File: src/rtl/hazard_forward_ctrl.sv
// hazard_forward_ctrl
//   Hazard and forwarding control for a 5-stage MIPS-style pipeline. Keeps a shadow copy of the
//   destination/RegWrite/MemRead of the instructions in EX and MEM, and from it derives the EX
//   forwarding selects, the ID-stage compare forwarding, the load-use / branch / jr stall, and
//   the PC/IF-ID enables and flush. Counts inserted bubbles in a saturating counter.
// Ports
//   clk, rst_n            clock (rising edge), asynchronous active-low reset
//   id_*                  decoded fields of the instruction currently in ID
//   fwd_a, fwd_b          registered EX operand selects: 0 regfile, 1 EX/MEM, 2 MEM/WB
//   fwd_id_a, fwd_id_b    ID comparator operands taken from the EX/MEM ALU result
//   ctrl_pass             1 pass control unit outputs into ID/EX, 0 insert bubble
//   pc_write, ifid_write  PC and IF/ID load enables
//   ifid_flush            zero IF/ID on the next edge (taken redirect)
//   stall_count           saturating count of bubbles inserted since reset
module hazard_forward_ctrl #(
  parameter int unsigned REG_W = 5,
  parameter int unsigned CNT_W = 16
) (
  input  logic             clk,
  input  logic             rst_n,
  input  logic             id_valid,
  input  logic [REG_W-1:0] id_rs,
  input  logic [REG_W-1:0] id_rt,
  input  logic             id_uses_rt,
  input  logic [REG_W-1:0] id_dest,
  input  logic             id_reg_write,
  input  logic             id_mem_read,
  input  logic             id_branch,
  input  logic             id_jr,
  input  logic             id_redirect,
  output logic [1:0]       fwd_a,
  output logic [1:0]       fwd_b,
  output logic             fwd_id_a,
  output logic             fwd_id_b,
  output logic             ctrl_pass,
  output logic             pc_write,
  output logic             ifid_write,
  output logic             ifid_flush,
  output logic [CNT_W-1:0] stall_count
);

  // Shadow EX and MEM entries. The WB entry is not kept: WB results reach ID through the
  // write-before-read register file and EX via the MEM entry's select computed a cycle earlier.
  logic [REG_W-1:0] e_dest_q, m_dest_q;
  logic             e_rw_q, e_mr_q, m_rw_q, m_mr_q;

  logic             stall;
  logic             load_use, br_haz, jr_haz;
  logic             e_rs, e_rt, m_rs, m_rt;
  logic [1:0]       fwd_a_d, fwd_b_d;

  // Register $0 is hardwired, so it never matches a producer.
  function automatic logic match(input logic [REG_W-1:0] d, input logic [REG_W-1:0] r);
    return (d != '0) && (d == r);
  endfunction

  always_comb begin
    e_rs = match(e_dest_q, id_rs);
    e_rt = match(e_dest_q, id_rt);
    m_rs = match(m_dest_q, id_rs);
    m_rt = match(m_dest_q, id_rt);

    load_use = e_mr_q && (e_rs || (id_uses_rt && e_rt));
    // Branch/jr compare in ID: any ALU result still in EX, or a load still in MEM, is not ready.
    br_haz   = id_branch && ((e_rw_q && (e_rs || e_rt)) || (m_mr_q && (m_rs || m_rt)));
    jr_haz   = id_jr && ((e_rw_q && e_rs) || (m_mr_q && m_rs));
    stall    = id_valid && (load_use || br_haz || jr_haz);
  end

  // Select for the instruction about to enter EX: nearest producer wins.
  always_comb begin
    fwd_a_d = 2'd0;
    fwd_b_d = 2'd0;
    if (!stall) begin
      if (e_rw_q && e_rs)      fwd_a_d = 2'd1;
      else if (m_rw_q && m_rs) fwd_a_d = 2'd2;
      if (e_rw_q && e_rt)      fwd_b_d = 2'd1;
      else if (m_rw_q && m_rt) fwd_b_d = 2'd2;
    end
  end

  always_comb begin
    ctrl_pass  = !stall;
    pc_write   = !stall;
    ifid_write = !stall;
    ifid_flush = !stall && id_redirect;
    // A load in MEM has no result on the ALU path yet; that case is covered by the stall.
    fwd_id_a   = m_rw_q && !m_mr_q && m_rs;
    fwd_id_b   = m_rw_q && !m_mr_q && m_rt;
  end

  always_ff @(posedge clk or negedge rst_n) begin
    if (!rst_n) begin
      e_dest_q    <= '0;
      e_rw_q      <= 1'b0;
      e_mr_q      <= 1'b0;
      m_dest_q    <= '0;
      m_rw_q      <= 1'b0;
      m_mr_q      <= 1'b0;
      fwd_a       <= 2'd0;
      fwd_b       <= 2'd0;
      stall_count <= '0;
    end else begin
      if (!stall && id_valid) begin
        e_dest_q <= id_dest;
        e_rw_q   <= id_reg_write;
        e_mr_q   <= id_mem_read;
      end else begin
        e_dest_q <= '0;
        e_rw_q   <= 1'b0;
        e_mr_q   <= 1'b0;
      end
      m_dest_q <= e_dest_q;
      m_rw_q   <= e_rw_q;
      m_mr_q   <= e_mr_q;
      fwd_a    <= fwd_a_d;
      fwd_b    <= fwd_b_d;
      if (stall && (stall_count != '1)) begin
        stall_count <= stall_count + 1'b1;
      end
    end
  end

endmodule
File: config.mk
export PLATFORM = sky130hd
export DESIGN_NAME = hazard_forward_ctrl
export DESIGN_NICKNAME = d
export VERILOG_FILES = /design/src/rtl/hazard_forward_ctrl.sv
export SDC_FILE = /design/constraint.sdc
export NUM_CORES = 1
export LEC_CHECK = 0
export ABC_AREA = 1
export CELL_PAD_IN_SITES_DETAIL_PLACEMENT = 1
export CELL_PAD_IN_SITES_GLOBAL_PLACEMENT = 2
export CORE_MARGIN = 2
export CORE_UTILIZATION = 29
export CTS_BUF_LIST = sky130_fd_sc_hd__clkbuf_8
export CTS_CLUSTER_SIZE = 25
export DETAILED_ROUTE_END_ITERATION = 10
export PLACE_DENSITY = 0.78
export SYNTH_ARGS = -nofsm -noshare
export SYNTH_HDL_FRONTEND = slang
export SYNTH_SLANG_ARGS = --single-unit
File: constraint.sdc
create_clock -name clk -period 2.5 [get_ports clk]
set_input_delay 0.625 -clock clk [delete_from_list [all_inputs] [get_ports clk]]
set_output_delay 0.625 -clock clk [all_outputs]
set_load 0.01 [all_outputs]
## Word-level counts from Yosys, hierarchy flattened

Cells that the tools add are included.
W data, S select, Z words.

| word-level totals | value |
|---|---|
| bits in registers | 34 |
| input port bits | 24 |
| output and inout bits | 26 |
| word-level logic and storage cells | 57 |

| cells by class | value |
|---|---|
| add/subtract/negate cells | 1 |
| equal/unequal tests | 5 |
| mux-type cells | 9 |
| reductions and logical operators | 33 |

Operators with widths:

| kind | count |
|---|---|
| $logic_and A1 B1 Y1 | 22 |
| $eq A5 B5 Y1 | 4 |
| $add A16 B1 Y16 const B | 1 |
| $ne A16 B16 Y1 const B | 1 |
| $mux W2 | 6 |
| $reduce_bool A5 Y1 | 2 |
| $logic_or A1 B1 Y1 | 7 |
| $mux W5 | 1 |
| $logic_not A1 Y1 | 2 |
| $mux W1 | 2 |

## Logic depth before layout (Yosys ltp)

Gate-level depths: netlist of the first run.

| depth | value |
|---|---|
| depth after elaboration | 12 |
| gate-level depth with buffers | 13 |
| depth with buffers taken out | 12 |

## Worst setup path after synthesis of the first run

No wires, ideal clock.

| timing | value |
|---|---|
| path kind | input port to output port |
| start | in id_rs[4] |
| end | out ifid_flush |
| arrival time | 1.669 ns |
| data required time | 1.875 ns |
| path slack | 0.206 ns |
| stages | 12 |
| buffers on the path | 0 |
| path through | inv_1 > nand2_1 > nand2_1 > nand2_1 > nor2_2 > nand3_1 > nand2_1 > nand2_2 > nand3_4 > nand2_1 > inv_1 > nor2_1 |

| between the ends | value |
|---|---|
| cells in the longest elaborated chain, start to end | 11 |
| elaborated cells between the ends (all ways) | 21 |
| those cells by class | eq/ne: 2; reduce/logical: 19 |

Ends and longest elaborated chain:

| item | RTL line | source |
|---|---|---|
| start, declared | 22 | `input logic [REG_W-1:0] id_rs,` |
| $eq A5 B5 Y1 | 54 | `return (d != '0) && (d == r);` |
| $logic_and A1 B1 Y1 | 54 |  |
| $logic_or A1 B1 Y1 | 65 | `br_haz = id_branch && ((e_rw_q && (e_rs \|\| e_rt)) \|\| (m_mr_q && (m_rs \|\| m_rt)));` |
| $logic_and A1 B1 Y1 | 65 |  |
| $logic_or A1 B1 Y1 | 65 |  |
| $logic_and A1 B1 Y1 | 65 |  |
| $logic_or A1 B1 Y1 | 67 | `stall = id_valid && (load_use \|\| br_haz \|\| jr_haz);` |
| $logic_or A1 B1 Y1 * | 67 |  |
| $logic_and A1 B1 Y1 * | 67 |  |
| $logic_not A1 Y1 * | -- |  |
| named net ctrl_pass | 35 | `output logic ctrl_pass,` |
| $logic_and A1 B1 Y1 * | 86 | `ifid_flush = !stall && id_redirect;` |
| end, declared | 38 | `output logic ifid_flush,` |

The timed path passes the listed nets; every way through them passes the cells marked *.

## Worst setup path after layout of the first run

| timing | value |
|---|---|
| start | in id_branch |
| end | out ifid_flush |

| between the ends | value |
|---|---|
| cells in the longest elaborated chain, start to end | 6 |

Ends and longest elaborated chain:

| item | RTL line | source |
|---|---|---|
| start, declared | 28 | `input logic id_branch,` |
| $logic_and A1 B1 Y1 | 65 |  |
| $logic_or A1 B1 Y1 (2 in series) | 67 |  |
| $logic_and A1 B1 Y1 | 67 |  |
| $logic_not A1 Y1 | 86 |  |
| $logic_and A1 B1 Y1 | 86 |  |

Every way passes these cells.

==> results.cfg, run 1 <==
[layout]
fin_area_um2 = 2950
fin_nets = 358
syn2layout_area_growth_pct = 43.9
n_antenna_cell = 0
drive_gt1_share_pct = 29.3
nFillCells = 856

[logic_synthesis]
ys_warn_count = 0
ys.flop_type = dfrtp_1
async_flop_share_pct = 100
synth_cell_types = 24
syn_area_um2 = 2050
synth.most_common_cell = nand2_1
synth_top_cells_by_count = nand2_1, dfrtp_1, inv_1, nor2_1, nand4_1
synth_nets = 285
synth_top_area_share_pct = 41.5
yosys.area.top_type = dfrtp_1
syn_inst = 260
yosys-top-cells-area = dfrtp_1, nand2_1, nand4_1
avgSynthCellArea_um2 = 7.89
synth_seq_cells = 34
seq_area_frac_synth_pct = 41.5
synth-edff-count = 0

[die]
io_pins = 50
core_um2 = 6830
die_area_um2 = 7760
dieWidth_um = 88.1
start_util_pct = 30.0
fp-row-count = 30
dieHeight_um = 88.1

[timing]
fin_ws_ns = -0.0108
relSlewSlack_pct = 68.4
finalSetupViolations = 3
worstMarginPinSlew_ns = 0.474
min_period_over_period_pct = 100
clock.fmax_mhz = 398
finalMaxSlewViolations = 0
rsz0062_at_grt = true
hold_viol = 0
fin_skew_ns = 0.00619
finalCriticalPeriod_ns = 2.51

[outcome]
failed_checks = setup timing
status = complete, but fails checks

[worst_hold_path]
holdPathStages = 0
min_path_type = flop to flop

[pwr]
total_power_w = 0.00138
power_density_nw_per_um2 = 467
ir_drop_uv = 205
leakage_nw = 1.48

[detailed_routing]
wirelength_um = 5980
first_pass_iters = 4
wl_per_cell_um = 13.9
drtIter0Drc = 48
routed_via_density = 4.50
drc_errors = 0
vias = 1933
antenna_left = 0

[critical_path]
startpoint = id_branch
rr_startpoint = m_dest_q[1]$_DFF_PN0_
cp-end-kind = output pin
critPathCapture = ifid_flush
critPathMaxStageDelay_ns = 0.41
cp.arrival_ns = 1.89
crit_type = primary input to output pin
cp_slowest_cell = clkdlybuf4s50_1
rrSetupSlack_ns = 0.43
setup.worst_path.start_class = primary input
path_cells = clkdlybuf4s50_1 -> or2_2 -> nand2_2 -> nand3_4 -> nand2_4 -> inv_2 -> nor2_1 -> buf_2
required_ns = 1.88
ff2ff_path_depth = 12
r2r-end = stall_count[4]$_DFFE_PN0P_
worstPathMaxFanout = 2

[global_routing]
grt_pass1_wl_um = 10100
grt_use_total_pct = 16.9
grt_pass1_vias = 2052
grt_overflow = 0
grt_max_degree = 35
antenna_found_initial = 0

[job]
max_cap_violations = 0

[clock_network]
cts.sinks = 34
cts_hold_buf = 0
cts_tree = done
clk_pin_slew_ns = 0.07
cts_htree_levels = 2
insertion_delay_ns = 0.29
clockRootBuffer = clkbuf_8
numCtsBuffers = 5
clock_path_buffers = 2

[placement]
place.port_buffers = 49
hpwlAfterDp_um = 4230
placed_cell_area_um2 = 2730
gp_congestion = 0.817
routing by layer:
layer / vias to the layer above / part of all wire, % / GRT usage [%]
met2: 31 / 48 / 26.9
met1: 931 / 48 / 23.4
met4: 0 / 1.2 / 5.23
li1: 966 / - / -
met5: - / 0 / 0
met3: 5 / 2.6 / 3.30
how the worst min path moves through the flow:
stage	start	endpoint
floorplan	rst_n	e_dest_q[0]$_DFF_PN0_
global placement	e_mr_q$_DFF_PN0_	m_mr_q$_DFF_PN0_
detailed placement	e_mr_q$_DFF_PN0_	m_mr_q$_DFF_PN0_
CTS	e_mr_q$_DFF_PN0_	m_mr_q$_DFF_PN0_
global route	e_mr_q$_DFF_PN0_	m_mr_q$_DFF_PN0_
finish	e_mr_q$_DFF_PN0_	m_mr_q$_DFF_PN0_
stage by stage:
step	instances	hold WS [ns]	TNS, ns	setup WS [ns]	util, %
2_1_floorplan	260	0.329	0	0.206	-
3_3_place_gp	414	0.379	-5.88	-0.657	40.0
3_5_place_dp	414	0.381	-6.47	-0.684	40.0
4_1_cts	428	0.418	0	0.00447	42.6
5_1_grt	430	0.438	-0.555	-0.128	43.2
6_report	430	0.419	-0.0272	-0.0108	43.2
layout make-up:
class                   count  area [um^2]  share of cell area, %
multi-input cells         183         1110                   37.7
flip-flops and latches     34          853                   28.9
repair buffers             73          617                   20.9
inverters                  36          135                   4.58
well taps                  96          120                   4.07
clock buffers               5         68.8                   2.33
clock inverters             3         45.0                   1.53
cell families after synthesis:
kind of cell	after synthesis	share of synthesized area, %
simple gates	155	37.5
buf+inv	43	9.03
flops	34	41.5
xor+xnor	26	11.1
compound gates	1	0.244
fa+ha+maj	1	0.610
power breakdown:
group          total [W]  leakage, nW  switching, W  internal, W
sequential      0.000613        0.456     0.0000368     0.000576
clock           0.000523       0.0504      0.000226     0.000297
combinational   0.000243        0.974      0.000122     0.000121
total            0.00138         1.48      0.000385     0.000994
state kept, by name, summed over array words and instances, names as in the netlist:
register     count
e_mr_q           1
e_dest_q         5
e_rw_q           1
m_mr_q           1
fwd_b            2
fwd_a            2
m_rw_q           1
m_dest_q         5
stall_count     16
critical path, delay by kind of cell:
kind,cells,cell delay [ns]
buffers and inverters,3,0.59
AND/OR/NAND/NOR,5,0.68
placed cells by master, fill, tap and decap left out, types with 3 or more instances in the layout:
cell type	Yosys	layout
nand2_2	12	15
inv_2	5	7
xnor2_1	14	9
xnor2_2	0	5
nand2_1	71	66
clkbuf_2	0	3
nor3_1	3	3
nor2_4	2	3
dfrtp_1	34	32
buf_4	3	22
nand4_1	22	22
buf_2	1	10
nor2_1	24	21
clkdlybuf4s50_1	0	33
nor2_2	4	6
inv_1	31	29
nand3_2	0	5
buf_6	0	3
xor2_1	12	12
nand3_1	10	5
clkbuf_8	0	5
repair_timing:
item | in CTS | in global routing
resized for setup | 66 | 21
endpoints found under the setup margin | 6 | 6
setup buffers | 6 | 2
hold endpoints to repair | 0 | 0
pin swaps | 26 | 11
Note: power is estimated with default switching activity, not from simulation.
==> inputs of run 2 (changes only) <==
--- a/config.mk
+++ b/config.mk
@@ -13,7 +13,8 @@
 export CTS_BUF_LIST = sky130_fd_sc_hd__clkbuf_8
 export CTS_CLUSTER_SIZE = 25
 export DETAILED_ROUTE_END_ITERATION = 10
-export PLACE_DENSITY = 0.78
+export HOLD_SLACK_MARGIN = 0.02
+export PLACE_DENSITY = 0.88
 export SYNTH_ARGS = -nofsm -noshare
 export SYNTH_HDL_FRONTEND = slang
 export SYNTH_SLANG_ARGS = --single-unit
==> run 2 against run 1 <==
  * The flow now finishes without violations
  * Largest cell class unchanged
  * Largest power group unchanged
  * Maximum frequency increased by 4.2%
  * Total power decreased by 3.0%
  * Clock power decreased by 5.9%
  * Critical path type unchanged
  * Core utilization fell by 0.71 points
==> results.cfg, run 2 (synthesized netlist as in run 1, its figures left out) <==
[clock_network]
insertion_delay_ns = 0.28
clockRootBuffer = clkbuf_8
cts_tree = done
numCtsBuffers = 5
clock_path_buffers = 2
clk_pin_slew_ns = 0.07
cts_hold_buf = 0
cts.sinks = 34
cts_htree_levels = 2

[timing]
hold_slack_ns = 0.407
finalMaxSlewViolations = 0
worstMarginPinSlew_ns = 0.454
fin_skew_ns = 0.00384
min_period_over_period_pct = 96.4
relSlewSlack_pct = 69.5
finalCriticalPeriod_ns = 2.41
clock.fmax_mhz = 415
rsz0062_at_grt = true
finalSetupViolations = 0
hold_viol = 0

[die]
die_area_um2 = 7760
start_util_pct = 30.0
fp-row-count = 30
dieWidth_um = 88.1
core_um2 = 6830
dieHeight_um = 88.1
io_pins = 50

[detailed_routing]
first_pass_iters = 4
wl_per_cell_um = 13.3
drc_errors = 0
vias = 1879
drtIter0Drc = 48
antenna_left = 0
routed_via_density = 4.40
wirelength_um = 5670

[pwr]
power_density_nw_per_um2 = 461
leakage_nw = 1.48
total_power_w = 0.00134
ir_drop_uv = 247

[critical_path]
setup.worst_path.start_class = primary input
crit_type = primary input to output pin
cp.arrival_ns = 1.78
ff2ff_path_depth = 9
worstPathMaxFanout = 4
cp-end-kind = output pin
required_ns = 1.88

[layout]
fin_area_um2 = 2900
largest-register = stall_count
final_common_cell = nand2_1
n_antenna_cell = 0
syn2layout_area_growth_pct = 41.5
drive_gt1_share_pct = 27.8
layout_common_cells = nand2_1, clkdlybuf4s50_1, dfrtp_1, inv_1, nand4_1
reg_top3 = stall_count (16), e_dest_q (5), m_dest_q (5)
largest_reg_flops = 16
final_core_util_pct = 42.5
fin_nets = 355
nFillCells = 851

[job]
max_cap_violations = 0

[worst_hold_path]
holdPathStages = 0
min_path_type = flop to flop

[placement]
place.port_buffers = 49
gp_congestion = 0.795
placed_cell_area_um2 = 2720
hpwlAfterDp_um = 4200

[global_routing]
grt_pass1_vias = 1989
grt_overflow = 0
grt_max_degree = 35
grt_use_total_pct = 15.5
antenna_found_initial = 0
grt_pass1_wl_um = 9290

[outcome]
status = finished, final reports clean
-- run 2: where the power goes --
group          leakage (nW)  switching [W]  internal (W)
Clock                0.0607       0.000202      0.000290
Combinational         0.959       0.000116      0.000118
Sequential            0.456      0.0000351      0.000577
-- run 2: metal layers --
metal  routed length, um  vias to the layer above  share of wire [%]  global-route usage, %
li1                    -                      951                  -                      -
met1                2630                      892                 46                   19.4
met2                2850                       34                 50                   27.0
met3                 140                        2                2.5                   2.83
met4                  40                        0               0.71                   4.68
met5                   0                        -                  0                      0
-- run 2: critical path: stages --
cell and delay [ns]:
clkdlybuf4s50_1 0.42, or2_4 0.27, nand2_4 0.08, nand3_4 0.07, nand2_4 0.08, inv_2 0.04
nor2_1 0.07, buf_2 0.13
-- run 2: what timing repair did --
action / 4_1_cts / 5_1_grt
resized for setup: 45 / 34
setup endpoints to repair: 6 / 6
setup buffers: 1 / 5
pin swaps: 16 / 28
-- run 2: metrics by stage --
step                instances  TNS (ns)  setup WS [ns]
floorplan                 260         0          0.206
global placement          413     -6.15         -0.697
detailed placement        413     -6.67         -0.759
CTS                       422   -0.0176        -0.0176
global route              427   -0.0469        -0.0280
finish                    427         0         0.0905
-- run 2: area by class of cell --
cell class	instances	area, um^2	share of cell area (%)
Multi-Input combinational cell	183	1110	38.2
Sequential cell	34	853	29.4
Timing Repair Buffer	70	579	20.0
Inverter	36	135	4.66
Tap cell	96	120	4.14
Clock buffer	5	68.8	2.37
Clock inverter	3	37.5	1.29
-- run 2: final timing paths --
path	start	end	slack, ns
setup / recovery	id_branch	ifid_flush	0.09
hold / removal	e_mr_q$_DFF_PN0_	m_mr_q$_DFF_PN0_	0.41
setup reg to reg	stall_count[0]$_DFFE_PN0P_	stall_count[3]$_DFFE_PN0P_	0.49
hold reg to reg	e_mr_q$_DFF_PN0_	m_mr_q$_DFF_PN0_	0.41
max in group asynchronous	rst_n	e_dest_q[0]$_DFF_PN0_	1.41
min in group asynchronous	rst_n	m_dest_q[3]$_DFF_PN0_	0.75
==> inputs of run 3 (changes only) <==
--- a/config.mk
+++ b/config.mk
@@ -6,6 +6,7 @@
 export NUM_CORES = 1
 export LEC_CHECK = 0
 export ABC_AREA = 1
+export CAP_MARGIN = 20
 export CELL_PAD_IN_SITES_DETAIL_PLACEMENT = 1
 export CELL_PAD_IN_SITES_GLOBAL_PLACEMENT = 2
 export CORE_MARGIN = 2
@@ -15,6 +16,8 @@
 export DETAILED_ROUTE_END_ITERATION = 10
 export HOLD_SLACK_MARGIN = 0.02
 export PLACE_DENSITY = 0.88
+export RECOVER_POWER = 50
+export REMOVE_ABC_BUFFERS = 1
 export SYNTH_ARGS = -nofsm -noshare
 export SYNTH_HDL_FRONTEND = slang
 export SYNTH_SLANG_ARGS = --single-unit
==> run 3 against run 2 <==
  * Total power shrank 4.9%
  * Design area grew 2.5%
  * Sequential share of layout area shrank 0.66 points
  * Hold slack gained 0.027 ns
  * Maximum frequency shrank 1.2%
  * Critical path depth grew 3
  * Cell count grew 2.1%
  * Register-to-register slack lost 0.32 ns
  * Wire length grew 7.0%
  * Combinational power grew 2%
  * Clock skew grew 0.0031 ns
  * Largest power group unchanged
==> results.cfg, run 3 (synthesized netlist as in run 1, its figures left out) <==
[placement]
placed_cell_area_um2 = 2760
place.port_buffers = 49
gp_congestion = 0.813
hpwlAfterDp_um = 4290

[timing]
finalSetupViolations = 0
clock.fmax_mhz = 410
fin_skew_ns = 0.00691
finalCriticalPeriod_ns = 2.44
hold_viol = 0
rsz0062_at_grt = true
fin_setup_tns_ns = 0
relSlewSlack_pct = 69.1
min_period_over_period_pct = 97.5
worstMarginPinSlew_ns = 0.463
finalMaxSlewViolations = 0

[global_routing]
grt_pass1_vias = 2096
grt_pass1_wl_um = 9610
grt_use_total_pct = 15.8
grt_max_degree = 35
grt_overflow = 0
antenna_found_initial = 0

[worst_hold_path]
hp-start = e_mr_q$_DFF_PN0_
min_path_type = flop to flop

[clock_network]
cts.sinks = 34
clk_pin_slew_ns = 0.07
clock_path_buffers = 2
cts_tree = done
cts_htree_levels = 2
insertion_delay_ns = 0.29
clockRootBuffer = clkbuf_8
cts_hold_buf = 0
numCtsBuffers = 5

[layout]
fin_area_um2 = 2970
reg_top3 = stall_count (16), e_dest_q (5), m_dest_q (5)
layout_common_cells = nand2_1, clkdlybuf4s50_1, inv_1, dfrtp_1, buf_4
syn2layout_area_growth_pct = 45.0
seqCellArea_um2 = 855
fin_nets = 364
final_common_cell = nand2_1
nFillCells = 866
multi_input_comb_area_um2 = 1090
n_antenna_cell = 0
largest-register = stall_count
drive_gt1_share_pct = 28.8
largest_reg_flops = 16

[pwr]
power_density_nw_per_um2 = 428
total_power_w = 0.00127
clockPowerShare_pct = 33.0
leakage_nw = 1.52
p_switching_w = 0.000357
switching_share_pct = 28.0
intPower_w = 0.000916
p_comb_share_pct = 18.7
ir_drop_uv = 224
pwr-share-seq_pct = 48.3

[critical_path]
r2r-end = fwd_a[1]$_DFF_PN0_
rrSetupSlack_ns = 0.17
rr_startpoint = e_dest_q[0]$_DFF_PN0_
crit_path_frequent_cell = buf_6
cp_slowest_cell = dfrtp_1
required_ns = 1.88
critPathCapture = ifid_write
cp-end-kind = output pin
cp.arrival_ns = 1.81
worstPathMaxFanout = 3
critPathMaxStageDelay_ns = 0.42
startpoint = m_dest_q[1]$_DFF_PN0_
path_cells = buf_6 -> nand2_1 -> nand4_1 -> nor2_2 -> nand3_1 -> nand2_2 -> nand2_2 -> nand3_4 -> nand2_4 -> buf_6 -> buf_6
crit_type = flop to output pin
ff2ff_path_depth = 15
setup.worst_path.start_class = flop

[job]
max_cap_violations = 0

[die]
fp-row-count = 30
dieHeight_um = 88.1
start_util_pct = 30.0
die_area_um2 = 7760
core_um2 = 6830
io_pins = 50
dieWidth_um = 88.1

[detailed_routing]
routed_via_density = 4.53
vias = 1976
antenna_left = 0
wl_per_cell_um = 13.9
drtIter0Drc = 100
wirelength_um = 6060
drc_errors = 0
first_pass_iters = 4

[outcome]
status = finished, final reports clean
[run 3: cell count changes in the layout (fill, tap and decap cells not counted), sizes merged]
cell	before	now
buf	26	39
clkbuf	15	12
bufinv	1	0
clkinv	0	1
inv	38	37
[run 3: final cells by class]
class                      count  share of cell area (%)
timing repair buffer          79                    23.1
clock buffer                   6                    2.78
tap                           96                    4.04
multi-input combinational    183                    36.6
clock inverter                 2                   0.294
sequential                    34                    28.7
inverter                      36                    4.54
[run 3: critical path: cells and delay by family (launching register included)]
kind	cells	cell delay, ns
buffers and inverters	3	0.37
DFF	1	0.42
and+or+nand+nor	8	0.72
[run 3: worst min path at each step]
| stage | to | slack (ns) | depth (start not counted) |
|---|---|---|---|
| finish | m_mr_q$_DFF_PN0_ | 0.43 | 0 |
| floorplan | e_dest_q[0]$_DFF_PN0_ | 0.33 | 0 |
| global placement | m_mr_q$_DFF_PN0_ | 0.39 | 0 |
| global route | m_mr_q$_DFF_PN0_ | 0.44 | 0 |
| detailed placement | m_mr_q$_DFF_PN0_ | 0.39 | 0 |
| CTS | m_mr_q$_DFF_PN0_ | 0.42 | 0 |
[run 3: routing by layer]
metal | routed length, um | global-route usage, %
met1 | 2750 | 20.6
met3 | 191 | 2.92
met4 | 69 | 4.13
met5 | 0 | 0
met2 | 3050 | 27.1
[run 3: through the flow]
stage	cells	hold slack [ns]	worst slack, ns	utilization, %
2_1_floorplan	253	0.329	0.00419	-
3_3_place_gp	416	0.388	-0.637	40.4
3_5_place_dp	416	0.392	-0.689	40.4
4_1_cts	436	0.424	0.00295	43.1
5_1_grt	436	0.442	-0.0573	43.5
6_report	436	0.433	0.0622	43.5
[run 3: power groups by stage]
stage	registers, W	logic (W)	clock network (W)
global route	0.000619	0.000264	0.000457
floorplan	0.000619	0.0000897	0
detailed placement	0.000622	0.000227	0
CTS	0.000612	0.000232	0.000434
finish	0.000614	0.000238	0.000420
global placement	0.000619	0.000220	0
[run 3: timing repair]
item                       4_1_cts  5_1_grt
pin swaps                       22       19
setup buffers                   12        1
setup endpoints to repair        6        8
gates resized for setup         56       26
